--- src/rtl/fetch_enq.sv ---
// Fetch front end: issues sequential instruction reads, tags returning words with their PC,
// and pushes {pc, inst} into the instruction queue through a 2-entry skid buffer.
`timescale 1ns/1ps
module fetch_enq #(
    parameter int          XLEN     = 32,
    parameter logic [31:0] RESET_PC = 32'h1eceb000,
    parameter int          DEPTH    = 2
) (
    input  logic              clk,
    input  logic              rst,
    input  logic              flush,
    input  logic [XLEN-1:0]   flush_pc,
    output logic              imem_req,
    output logic [XLEN-1:0]   imem_addr,
    input  logic              imem_resp,
    input  logic [XLEN-1:0]   imem_rdata,
    input  logic              q_space_avail,
    output logic              enq_en,
    output logic [2*XLEN-1:0] enq_data
);

    logic [XLEN-1:0]   pc;
    logic [1:0]        oc;
    logic [1:0]        dc;
    logic [1:0]        hc;
    logic [XLEN-1:0]   tag_mem [2];
    logic              tag_rd;
    logic              tag_wr;
    logic [2*XLEN-1:0] skid_mem [2];
    logic              skid_rd;

    logic              credit_ok;
    logic              issue;
    logic              resp_pop;
    logic              resp_live;
    logic              drain;
    logic              bypass;
    logic              skid_push;
    logic              skid_wr;
    logic [2*XLEN-1:0] resp_word;
    logic [1:0]        oc_next;

    // Credit uses the pre-update counts, so a same-cycle response never frees a slot early.
    always_comb begin
        credit_ok = ({1'b0, oc} + {1'b0, hc}) < 3'(DEPTH);
        issue     = rst & ~flush & credit_ok;
        resp_pop  = imem_resp & (oc != 2'd0);
        resp_live = resp_pop & ~flush & (dc == 2'd0);
        resp_word = {tag_mem[tag_rd], imem_rdata};
        drain     = rst & ~flush & q_space_avail & (hc != 2'd0);
        bypass    = rst & ~flush & q_space_avail & (hc == 2'd0) & resp_live;
        skid_push = resp_live & ~bypass;
        skid_wr   = skid_rd ^ hc[0];
        oc_next   = oc + {1'b0, issue} - {1'b0, resp_pop};

        imem_req  = issue;
        imem_addr = pc;
        enq_en    = drain | bypass;
        enq_data  = '0;
        if (drain) begin
            enq_data = skid_mem[skid_rd];
        end else if (bypass) begin
            enq_data = resp_word;
        end
    end

    // Doomed requests keep their tag entries and credit until they return, then pop silently.
    always_ff @(posedge clk or negedge rst) begin
        if (!rst) begin
            pc          <= RESET_PC;
            oc          <= '0;
            dc          <= '0;
            hc          <= '0;
            tag_rd      <= 1'b0;
            tag_wr      <= 1'b0;
            skid_rd     <= 1'b0;
            tag_mem[0]  <= '0;
            tag_mem[1]  <= '0;
            skid_mem[0] <= '0;
            skid_mem[1] <= '0;
        end else begin
            if (flush) begin
                pc <= flush_pc;
            end else if (issue) begin
                pc <= pc + 32'd4;
            end

            if (issue) begin
                tag_mem[tag_wr] <= pc;
                tag_wr          <= ~tag_wr;
            end
            if (resp_pop) begin
                tag_rd <= ~tag_rd;
            end
            oc <= oc_next;

            if (flush) begin
                dc <= oc - {1'b0, resp_pop};
            end else if (resp_pop && dc != 2'd0) begin
                dc <= dc - 2'd1;
            end

            if (flush) begin
                hc      <= '0;
                skid_rd <= 1'b0;
            end else begin
                hc <= hc + {1'b0, skid_push} - {1'b0, drain};
                if (drain) begin
                    skid_rd <= ~skid_rd;
                end
                if (skid_push) begin
                    skid_mem[skid_wr] <= resp_word;
                end
            end
        end
    end

endmodule

--- config.mk ---
export PLATFORM = sky130hd
export DESIGN_NAME = fetch_enq
export DESIGN_NICKNAME = d
export VERILOG_FILES = /design/src/rtl/fetch_enq.sv
export SDC_FILE = /design/constraint.sdc
export NUM_CORES = 1
export LEC_CHECK = 0
export CORE_MARGIN = 10
export CORE_UTILIZATION = 55
export CTS_CLUSTER_SIZE = 28
export DETAILED_ROUTE_END_ITERATION = 7
export GPL_ROUTABILITY_DRIVEN = 0
export MAX_ROUTING_LAYER = met4
export PLACE_DENSITY_LB_ADDON = 0.2
export SYNTH_ARGS = -nofsm -noshare
export SYNTH_HDL_FRONTEND = slang
export SYNTH_SLANG_ARGS = --single-unit
--- constraint.sdc ---
create_clock -name clk -period 3.2 [get_ports clk]
set_input_delay 0.64 -clock clk [delete_from_list [all_inputs] [get_ports clk]]
set_output_delay 0.64 -clock clk [all_outputs]
set_load 0.1 [all_outputs]
After elaboration in Yosys (flattened, before gate mapping)
Index checks and enable logic that the tools add are counted.
{"block": "word_totals", "in_bits": 69, "reg_bits": 233, "out_inout_bits": 98, "elab_cells": 80}
{"block": "op_classes", "order_cmp": 7, "bitwise": 21, "reduce_logical": 12, "n_mux": 21, "n_addsub": 8}
{"operator": "64-bit 2-to-1 mux", "n": 6}
{"operator": "32-bit 2-to-1 mux", "n": 6}
{"operator": "128-bit bitwise mux", "n": 1}
{"operator": "64-bit bitwise mux", "n": 1}
{"operator": "64-bit demux with 1-bit select", "n": 1}
{"operator": "32-bit by 3-bit adder with 32-bit output, second input constant", "n": 1}
{"operator": "32-bit demux with 1-bit select", "n": 1}
{"operator": "2-bit nonzero test", "n": 6}
{"operator": "1-bit AND", "n": 10}
{"operator": "2-bit greater-or-equal comparator, second input constant", "n": 4}
{"operator": "1-bit NOT with 2-bit output", "n": 4}
{"operator": "2-bit 2-to-1 mux", "n": 3}
{"operator": "2-bit by 1-bit subtractor with 2-bit output", "n": 3}
{"operator": "1-bit NOT", "n": 5}
{"operator": "2-bit by 1-bit adder with 2-bit output", "n": 2}
{"operator": "2-bit logical NOT", "n": 2}
{"operator": "2-bit by 1-bit < comparator with 1-bit output, second input constant", "n": 2}
{"operator": "2-bit by 2-bit adder with 3-bit output", "n": 1}
{"operator": "1-bit logical AND", "n": 3}
{"operator": "3-bit by 2-bit < comparator with 1-bit output, second input constant", "n": 1}
{"operator": "1-bit 2-to-1 mux", "n": 2}
{"operator": "2-bit AND reduction", "n": 1}
{"operator": "2-bit by 1-bit subtractor with 2-bit output, second input constant", "n": 1}
{"operator": "1-bit bitwise OR", "n": 1}
{"operator": "1-bit XOR", "n": 1}

Longest topological paths before layout
Gate-level depths: netlist of the first run.
{"block": "depth", "depth_word": 10, "mapped_depth": 10, "depth_no_buf": 8}

Worst setup path before layout of the first run
No wires, ideal clock.
{"block": "synth_path", "path_kind": "input -> output", "startpoint": "in flush", "endpoint": "out enq_data[0]", "n_path_buf": 1, "arrival_ps": 3340, "path_slack_ps": -780, "required_time_ps": 2560, "path_stages": 4, "cell_sequence": "nand3b_1 nand2b_1 clkbuf_1 o21ai_0"}
{"block": "synth_via", "elab_chain_cells": 7, "elab_cells_between_ends": 10, "cone_classes": "mux (2); bitwise (8)"}
{"item": "start: declaration", "line_no": "11", "source": "input logic flush,"}
{"item": "1-bit NOT (no line) *"}
{"item": "1-bit AND (2 in series)", "line_no": "50, 51"}
{"item": "1-bit AND (2 in series)", "line_no": "51", "source": "bypass = rst & ~flush & q_space_avail & (hc == 2'd0) & resp_live;"}
{"item": "64-bit 2-to-1 mux", "line_no": "62", "source": "end else if (bypass) begin"}
{"item": "64-bit 2-to-1 mux *", "line_no": "60", "source": "if (drain) begin"}
{"item": "end: declaration", "line_no": "19", "source": "output logic [2*XLEN-1:0] enq_data"}
Mark *: on every way between the ends. The rest lies on a longest branch, timed or not.

Final worst setup path of the first run
{"block": "layout_path", "startpoint": "reg hc[0]", "endpoint": "out imem_req"}
{"block": "layout_via", "elab_chain_cells": 3}
{"item": "start: declaration", "line_no": "25", "source": "logic [1:0] hc;"}
{"item": "start signal: assignment", "line_no": "107", "source": "hc <= hc + {1'b0, skid_push} - {1'b0, drain};"}
{"item": "2-bit by 2-bit adder with 3-bit output", "line_no": "45", "source": "credit_ok = ({1'b0, oc} + {1'b0, hc}) < 3'(DEPTH);"}
{"item": "3-bit by 2-bit < comparator with 1-bit output", "line_no": "45"}
{"item": "1-bit AND", "line_no": "46", "source": "issue = rst & ~flush & credit_ok;"}
{"item": "end: declaration", "line_no": "13", "source": "output logic imem_req,"}
Every way passes these cells.

==> metrics.txt, run 1 <==
Setup CP Type flop to output port; # IOs 167; post-route ant nets 0; first-pass GRT wire length 42800 um; H-tree depth 1; WP data required 2.56 ns; Die X 162 um; Core Area 0.0197 mm^2; Post-synth EDFFs 0; status finished clean; FP Rows 51; pwr/cell area 752 mW/mm^2; Wirelength per Cell 18.8 um; via count 7801; Post-Place Worst Slack 0.180 ns; Layout Area Growth over Synthesis 33.2%; max incr delay on CP 0.54 ns; CTS Sinks 233; synth unique cells 48; Worst Path Arrival 2.40 ns; Pins Over Slew Limit 0; Synth async-reset ratio 100%; worst path buffer plus inverter count 1; CTS Buf Count 25; DRT Pass-1 Iters 4; antenna fix cells 0; final worst setup slack 0.155 ns; cell family with most CP delay simple AND/OR/NAND/NOR gates; Lkg Pwr 6.26 nW; Setup crit end kind output port; die area 0.0262 mm^2; critical path launch point type flop; Initial Utilization 56.3%; Residual DRC 0; CTS tree built; Syn Area/Cell 11.6 um^2; die height 162 um; setup violators final 0; fmax 328 MHz; Critical Path, Cell by Cell and2_1 -> fa_1 -> nor2_1 -> nand2_2 -> nor2_4 -> buf_12; Gate Count Post-Synth 958; Fin Setup TNS 0 ns; sequential share of the synthesized area 52.8%; largest net degree at the start of global routing 171; final hold viol count 0; Tcrit/Tclk final 95.1%; Layout Nets 1194; vias in the first global route 8115; Vias/cell 5.58; Hold/Removal Path Class primary input to asynchronous set/reset pin; DR iter-0 viols 449; cell area after synthesis 0.0111 mm^2; drt total wl 26300 um; clk slew on worst S/H paths 0.06 ns; post-DP HPWL 18300 um; main flop type after synthesis dfrtp_1; initial antenna violation count 0; GRT Residual Overflow 0; layout cells sized above 1 32.6%; Syn Nets 1035; unrepaired setup endpoints after global routing false; GR peak layer met2; M2 GR Usage 31.7%; post-synthesis register bit count 233; clk root buf clkbuf_16; fin crit period 3.04 ns; max-cap violation count 0; Clk Latency, worst-skew pair 0.51 ns; post-route cell area 0.0147 mm^2; Placement Cell Area 0.0139 mm^2; met1 Use GR 27.4%; CP Max Fanout 4; peak supply drop 482 uV; post-layout util 75.0%; I/O Buffers 166; Slowest cell on crit path fa_1; Slew headroom 39.9%; Final Skew 0.0141 ns; Max clock buf depth 3; met3 GRT Util 2.55%; Hold Worst Slack 0.0968 ns; Slew @ Worst Pin 0.902 ns; Global Route Usage Sum 20.2%; yosys warns 0
## cell usage in the layout, fill, tap and decap left out, types with 4 or more instances in the layout
cell             instances
a21oi_1                 67
and3_1                   4
buf_12                  73
buf_4                   55
clkbuf_16               25
clkbuf_8                 7
clkdlybuf4s50_1         66
clkinv_2                 6
dfrtp_1                219
dfstp_2                 12
ha_1                     7
inv_1                    9
mux2_1                  14
mux2_2                 117
mux2i_1                 98
nand2_1                 77
nand3_1                  5
nand4_1                  8
nor2_1                  79
nor3_1                   6
nor4_2                   5
o21ai_0                 40
o21ai_1                  8
o21ai_2                 14
o22ai_2                 32
xnor2_1                 28
xor2_1                   9
## power breakdown
part	internal (mW)	total, mW	leakage [nW]	switching, mW
combinational	1.51	3.44	2.93	1.92
sequential	4.06	4.76	2.91	0.701
clock	1.75	2.89	0.420	1.13
## stage by stage
stage,instances,power [mW]
5_1_grt,1399,11.7
6_report,1399,11.1
3_5_place_dp,1353,8.20
4_1_cts,1398,11.1
2_1_floorplan,958,7.19
3_3_place_gp,1353,8.02
## state kept, by name (all words and copies together), names as in the netlist
| register | flops |
|---|---|
| tag_mem | 64 |
| skid_mem | 128 |
| skid_rd | 1 |
| oc | 2 |
| dc | 2 |
| hc | 2 |
| tag_wr | 1 |
| imem_addr | 32 |
| tag_rd | 1 |
## cells in the mapped netlist, types with 3 or more instances
cell | instances | area (um^2)
mux2i_1 | 98 | 981
nand2_1 | 78 | 293
and3_1 | 4 | 25.0
ha_1 | 7 | 87.6
a21oi_1 | 67 | 335
buf_4 | 3 | 22.5
o21ai_1 | 7 | 35.0
mux2_2 | 117 | 1320
mux2_1 | 14 | 158
xnor2_1 | 28 | 245
nor4_1 | 3 | 18.8
xor2_1 | 9 | 78.8
dfstp_2 | 12 | 315
inv_1 | 9 | 33.8
nand4_4 | 3 | 63.8
buf_2 | 31 | 155
o22ai_1 | 32 | 200
nand3_1 | 5 | 25.0
o21ai_0 | 52 | 260
nor4_2 | 5 | 62.6
buf_1 | 6 | 22.5
o21ai_2 | 3 | 26.3
and4_1 | 3 | 26.3
dfrtp_1 | 221 | 5530
nor2_1 | 80 | 300
nor3_1 | 6 | 30.0
buf_6 | 6 | 67.6
clkbuf_1 | 19 | 71.3
nand4_1 | 8 | 50.1
## layout make-up
class	instances	area (um^2)
Multi-Input combinational cell	651	5130
Inverter	9	33.8
Tap cell	265	332
Clock inverter	9	101
Sequential cell	233	5850
Timing Repair Buffer	197	2560
Clock buffer	35	733
Fill cell	1290	4910
## metal layers
layer	up-vias	share of wire [%]
met1	3860	47
met5	-	0
met3	40	3.6
met4	0	2.2
li1	3701	-
met2	200	47
## what timing repair did
action | 4_1_cts | 5_1_grt
cloned | 0 | 0
setup endpoints to repair | 1 | 1
hold buffers | 1 | 0
gates resized for setup | 1 | 1
endpoints found under the hold margin | 3 | 0
buffers inserted | 0 | 1
pin swaps | 0 | 1
## path summary, 6_finish.rpt
check                                       endpoint                      from  slack, ns  depth (start not counted)
max in group asynchronous        skid_rd$_DFFE_PN0P_                       rst       1.38                          3
hold / removal             imem_addr[17]$_DFFE_PN1P_                       rst        0.1                          1
hold reg to reg             skid_mem[30]$_DFFE_PN0P_  skid_mem[30]$_DFFE_PN0P_       0.49                          1
min in group clk           imem_addr[27]$_DFFE_PN1P_                     flush       0.48                          3
setup reg to reg           imem_addr[28]$_DFFE_PN1P_           hc[0]$_DFF_PN0_       0.73                          7
setup / recovery                            imem_req           hc[0]$_DFF_PN0_       0.16                          6
## cells by family (layout without fill, tap and decap cells)
kind of cell             after synthesis  count (layout)  share of synthesized area, %
multiplexers                         229             229                          22.2
buffers and inverters                 74             250                          3.37
flip-flops                           233             233                          52.8
AND/OR/NAND/NOR                      213             213                          9.67
XOR/XNOR                              37              37                          2.93
adder cells (fa/ha/maj)                8               8                         0.972
AO/OA/AOI/OAI                        164             164                          8.05
Power figures use the tool's default switching activity.
==> inputs of run 2 (changes only) <==
--- a/config.mk
+++ b/config.mk
@@ -5,6 +5,7 @@
 export SDC_FILE = /design/constraint.sdc
 export NUM_CORES = 1
 export LEC_CHECK = 0
+export ABC_AREA = 0
 export CORE_MARGIN = 10
 export CORE_UTILIZATION = 55
 export CTS_CLUSTER_SIZE = 28
==> constraint.sdc (replaced) <==
create_clock -name clk -period 3.2 [get_ports clk]
set_input_delay 0.64 -clock clk [delete_from_list [all_inputs] [get_ports clk]]
set_output_delay 0.64 -clock clk [all_outputs]
set_load 0.01 [all_outputs]
==> metrics.txt, run 2 (same netlist as run 1, synthesis figures left out) <==
Slowest cell on crit path clkdlybuf4s50_1; fmax 320 MHz (-2.5%); clk root buf clkbuf_16; # fillers 1497 (+16%); largest net degree at the start of global routing 89 (-48%); Hold Worst Slack 0.0862 ns (-0.0105 ns); cell family with most CP delay buffers and inverters; Layout Nets 1199 (+0.42%); Final Skew 0.0210 ns (+0.00687 ns); pwr/cell area 754 mW/mm^2 (+0.25%); Hold/Removal Path Class primary input to asynchronous set/reset pin; Post-Place Worst Slack -0.200 ns (-0.379 ns); fin crit period 3.12 ns (+0.0776 ns); peak supply drop 468 uV (-2.9%); GRT Residual Overflow 0 (unchanged); FF+latch area 0.00585 mm^2 (unchanged); DR iter-0 viols 434 (-3.3%); Wirelength per Cell 19.0 um (+0.81%); Worst Path Arrival 2.48 ns (+0.08 ns); layout cells sized above 1 20.4% (-12 points); # IOs 167 (unchanged); via count 7825 (+0.31%); I/O Buffers 166 (unchanged); antenna fix cells 0 (unchanged); cts hold-fix bufs 0 (-1); Setup crit end kind output port; Global Route Usage Sum 20.2% (-0.033 points); CP Max Fanout 10 (+6); H-tree depth 1 (unchanged); Layout Area Growth over Synthesis 26.4%; post-route cell area 0.0140 mm^2 (-5.1%); Die X 162 um (unchanged); Critical R2R Capture tag_mem[19]$_DFFE_PN0P_; Inst Count DP 1355 (+0.15%); Fin Setup TNS 0 ns (unchanged); Residual DRC 0 (unchanged); Power, Total 10.5 mW (-4.9%); status finished clean; post-route ant nets 0 (unchanged); vias in the first global route 8042 (-0.90%); worst r2r src hc[0]$_DFF_PN0_; flop-to-flop setup slack 0.57 ns (-0.16 ns); Slew headroom 27.5% (-12 points); setup violators final 0 (unchanged); Core Area 0.0197 mm^2 (unchanged); initial antenna violation count 0 (unchanged); CTS Sinks 233 (unchanged); Critical Path, Cell by Cell clkdlybuf4s50_1 -> nand3b_1 -> nor2_1 -> nand4_1 -> buf_4 -> buf_4 -> nand2_1 -> clkdlybuf4s50_1; Vias/cell 5.57 (-0.12%); FP Rows 51 (unchanged); final worst setup slack 0.0777 ns (-0.0776 ns); final hold viol count 0 (unchanged); Largest Register skid_mem; drt total wl 26600 um (+1.2%); Post-Layout Cell Count 1405 (+0.43%); post-layout util 71.2% (-3.8 points); CP startpoint q_space_avail; max-cap violation count 0 (unchanged); Pins Over Slew Limit 0 (unchanged); Tcrit/Tclk final 97.6% (+2.4 points); R2R depth 9 (+2); post-DP HPWL 18100 um (-1.3%); first-pass GRT wire length 42800 um (about the same); Clk Latency, worst-skew pair 0.51 ns (about the same); max reg flops 128 (unchanged); clk slew on worst S/H paths 0.06 ns (about the same); die area 0.0262 mm^2 (unchanged); most common cell after layout, fill and taps aside dfrtp_1; Slew @ Worst Pin 1.09 ns (+0.186 ns); WP data required 2.56 ns (about the same); Setup CP Type primary input to output port; CTS tree built; Initial Utilization 56.3% (unchanged); DRT Pass-1 Iters 5 (+1); Lkg Pwr 6.43 nW (+2.7%); die height 162 um (unchanged); worst path buffer plus inverter count 4 (+3); critical path launch point type primary input; most frequent cells in the layout 219 x dfrtp_1, 117 x mux2_2, 99 x clkdlybuf4s50_1, 98 x mux2i_1, 80 x nor2_1; Multi-input gate area 0.00488 mm^2 (-4.8%); Max clock buf depth 3 (unchanged); max incr delay on CP 0.53 ns (about the same); CTS Buf Count 24 (-4.0%); Placement Cell Area 0.0131 mm^2 (-5.8%)
==> run 2: cell types whose count changed in the layout (fill, tap and decap cells not counted), moves of 12 or more <==
cell             change
buf_4               -28
dlygate4sd2_1       +47
o22ai_1             +31
buf_12              -65
dlymetal6s2s_1      +18
o21ai_0             +12
o22ai_2             -31
clkdlybuf4s50_1     +33
==> run 2: how the worst max path moves through the flow <==
stage	to	depth (start not counted)	slack, ns
after floorplan	tag_mem[10]$_DFFE_PN0P_	8	0.85
after global placement	enq_data[47]	7	-0.16
after detailed placement	enq_data[47]	7	-0.20
after CTS	enq_data[52]	7	0.001
after global routing	enq_en	7	-0.003
final	enq_en	8	0.08
==> run 2: repair_timing <==
action / in CTS / in global routing
pin swaps: 1 / 1
setup buffers: 3 / 2
gates resized for setup: 49 / 21
cloned: 0 / 1
endpoints found under the setup margin: 52 / 20
==> run 2: final cells by class <==
| class | instances | share of cell area (%) |
|---|---|---|
| clock buffer | 38 | 5.25 |
| clock inverter | 6 | 0.778 |
| inverter | 9 | 0.242 |
| multi-input combinational | 651 | 34.9 |
| sequential | 233 | 41.8 |
| tap | 265 | 2.37 |
| timing repair buffer | 203 | 14.6 |
==> run 2: power by group <==
| group | leakage, nW | total [mW] | switching [mW] | internal, mW |
|---|---|---|---|---|
| clock network | 0.414 | 2.94 | 1.12 | 1.81 |
| registers | 2.91 | 4.70 | 0.639 | 4.06 |
| logic | 3.10 | 2.91 | 1.42 | 1.49 |
==> run 2: per-layer routing <==
metal / GRT usage [%] / vias to the layer above / wire length [um]
met5: - / - / 0
met4: 5.21 / 0 / 532
met3: 3.01 / 40 / 1180
met2: 30.8 / 211 / 12100
met1: 27.9 / 3872 / 12800
li1: - / 3702 / -
==> inputs of run 3 (changes only) <==
--- a/config.mk
+++ b/config.mk
@@ -7,7 +7,7 @@
 export LEC_CHECK = 0
 export ABC_AREA = 0
 export CORE_MARGIN = 10
-export CORE_UTILIZATION = 55
+export CORE_UTILIZATION = 59
 export CTS_CLUSTER_SIZE = 28
 export DETAILED_ROUTE_END_ITERATION = 7
 export GPL_ROUTABILITY_DRIVEN = 0
==> constraint.sdc (replaced) <==
create_clock -name clk -period 3.7 [get_ports clk]
set_input_delay 0.74 -clock clk [delete_from_list [all_inputs] [get_ports clk]]
set_output_delay 0.74 -clock clk [all_outputs]
set_load 0.01 [all_outputs]
==> metrics.txt, run 3 (same netlist as run 1, synthesis figures left out) <==
DR iter-0 viols 465 (+7.1%); Lkg Pwr 5.80 nW (-9.8%); WP data required 2.96 ns (+0.40 ns); CTS Sinks 233 (unchanged); Fin Setup TNS 0 ns (unchanged); setup violators final 0 (unchanged); # fillers 1277 (-15%); first-pass GRT wire length 41800 um (-2.4%); flop-to-flop setup slack 0.92 ns (+0.35 ns); post-CTS setup buffer count 0 (-3); Critical R2R Capture tag_mem[52]$_DFFE_PN0P_; post-DP HPWL 18000 um (-0.21%); fin crit period 3.57 ns; Layout Nets 1188 (-0.92%); most frequent cells in the layout 219 x dfrtp_1, 164 x clkdlybuf4s50_1, 117 x mux2_2, 98 x mux2i_1, 79 x nor2_1; vias in the first global route 8001 (-0.51%); Slew headroom 41.2% (+14 points); CTS tree built; clk root buf clkbuf_16; GRT Residual Overflow 0 (unchanged); pwr/cell area 650 mW/mm^2 (-14%); Largest Register skid_mem; Core Area 0.0186 mm^2 (-5.5%); status finished clean; layout cells sized above 1 19.7% (-0.78 points); cts hold-fix bufs 0 (unchanged); CP Max Fanout 4 (-6); I/O Buffers 166 (unchanged); peak supply drop 376 uV (-20%); Worst Path Arrival 2.83 ns (+0.35 ns); Multi-input gate area 0.00488 mm^2 (about the same); worst r2r src hc[0]$_DFF_PN0_; Final Skew 0.0215 ns (+0.000568 ns); Pins Over Slew Limit 0 (unchanged); Max clock buf depth 3 (unchanged); Residual DRC 0 (unchanged); die height 157 um (-3.0%); unrepaired setup endpoints after global routing false; Layout Area Growth over Synthesis 24.9%; die area 0.0246 mm^2 (-6.0%); max-cap violation count 0 (unchanged); antenna fix cells 0 (unchanged); H-tree depth 1 (unchanged); CTS Buf Count 24 (unchanged); Clk Latency, worst-skew pair 0.51 ns (about the same); initial antenna violation count 0 (unchanged); clk slew on worst S/H paths 0.06 ns (about the same); most common cell after layout, fill and taps aside dfrtp_1; Die X 157 um (-3.0%); Wirelength per Cell 19.0 um (+0.21%); post_cts resized 1 (-98%); Vias/cell 5.65 (+1.5%); FP Rows 50 (-2.0%); Hold/Removal Path Class primary input to asynchronous set/reset pin; Slew @ Worst Pin 0.882 ns (-0.206 ns); drt total wl 25900 um (-2.8%); Setup CP Type flop to output port; Global Route Usage Sum 21.4% (+1.1 points); critical path launch point type flop; Initial Utilization 59.6% (+3.3 points); R2R depth 7 (-2); Setup crit end kind output port; # IOs 167 (unchanged); via count 7706 (-1.5%); final hold viol count 0 (unchanged); largest net degree at the start of global routing 175 (+97%); fmax 280 MHz; post-layout util 74.4% (+3.2 points); FF+latch area 0.00585 mm^2 (unchanged); post-route ant nets 0 (unchanged); max reg flops 128 (unchanged); DRT Pass-1 Iters 4 (-1); Tcrit/Tclk final 96.5%
[run 3: how the worst max path moves through the flow]
stage / start / endpoint / slack, ns / cells after the start
after floorplan: flush / enq_data[10] / 1.22 / 7
after global placement: imem_resp / enq_data[4] / 0.24 / 8
after detailed placement: q_space_avail / enq_data[4] / 0.25 / 8
after CTS: hc[0]$_DFF_PN0_ / imem_req / 0.04 / 6
after global routing: hc[0]$_DFF_PN0_ / imem_req / 0.01 / 6
final: hc[0]$_DFF_PN0_ / imem_req / 0.13 / 6
[run 3: critical path: stages (launching register included)]
cell	delay, ns
dfrtp_1	0.42
and2_1	0.19
fa_1	0.54
nor2_1	0.15
nand2_1	0.23
nor2_4	0.23
clkdlybuf4s50_1	0.57
[run 3: cell type report]
class	instances	share of cell area, %
sequential	233	42.3
multi-input combinational	651	35.3
timing repair buffer	192	14.3
clock buffer	35	5.16
tap	234	2.12
clock inverter	9	0.589
inverter	9	0.244
[run 3: per-layer routing]
metal / up-vias / routed length, um / track usage [%]
met5: - / 0 / -
li1: 3691 / - / -
met2: 197 / 12400 / 35.1
met4: 0 / 427 / 5.08
met3: 44 / 1340 / 3.28
met1: 3774 / 11700 / 27.4
[run 3: per-stage QoR]
stage / power [mW] / hold slack [ns] / worst slack (ns) / std cells / cell area (um^2)
after floorplan: 5.73 / 0.444 / 1.22 / 958 / 11100
after global placement: 6.47 / 0.466 / 0.242 / 1319 / 13000
after detailed placement: 6.62 / 0.476 / 0.249 / 1319 / 13000
after CTS: 9.03 / 0.432 / 0.0384 / 1363 / 13800
after global routing: 9.50 / 0.468 / 0.0136 / 1363 / 13800
final: 8.98 / 0.432 / 0.129 / 1363 / 13800
[run 3: where the power goes]
part / internal (mW) / switching, mW
sequential: 3.51 / 0.611
clock: 1.41 / 0.955
combinational: 1.28 / 1.21
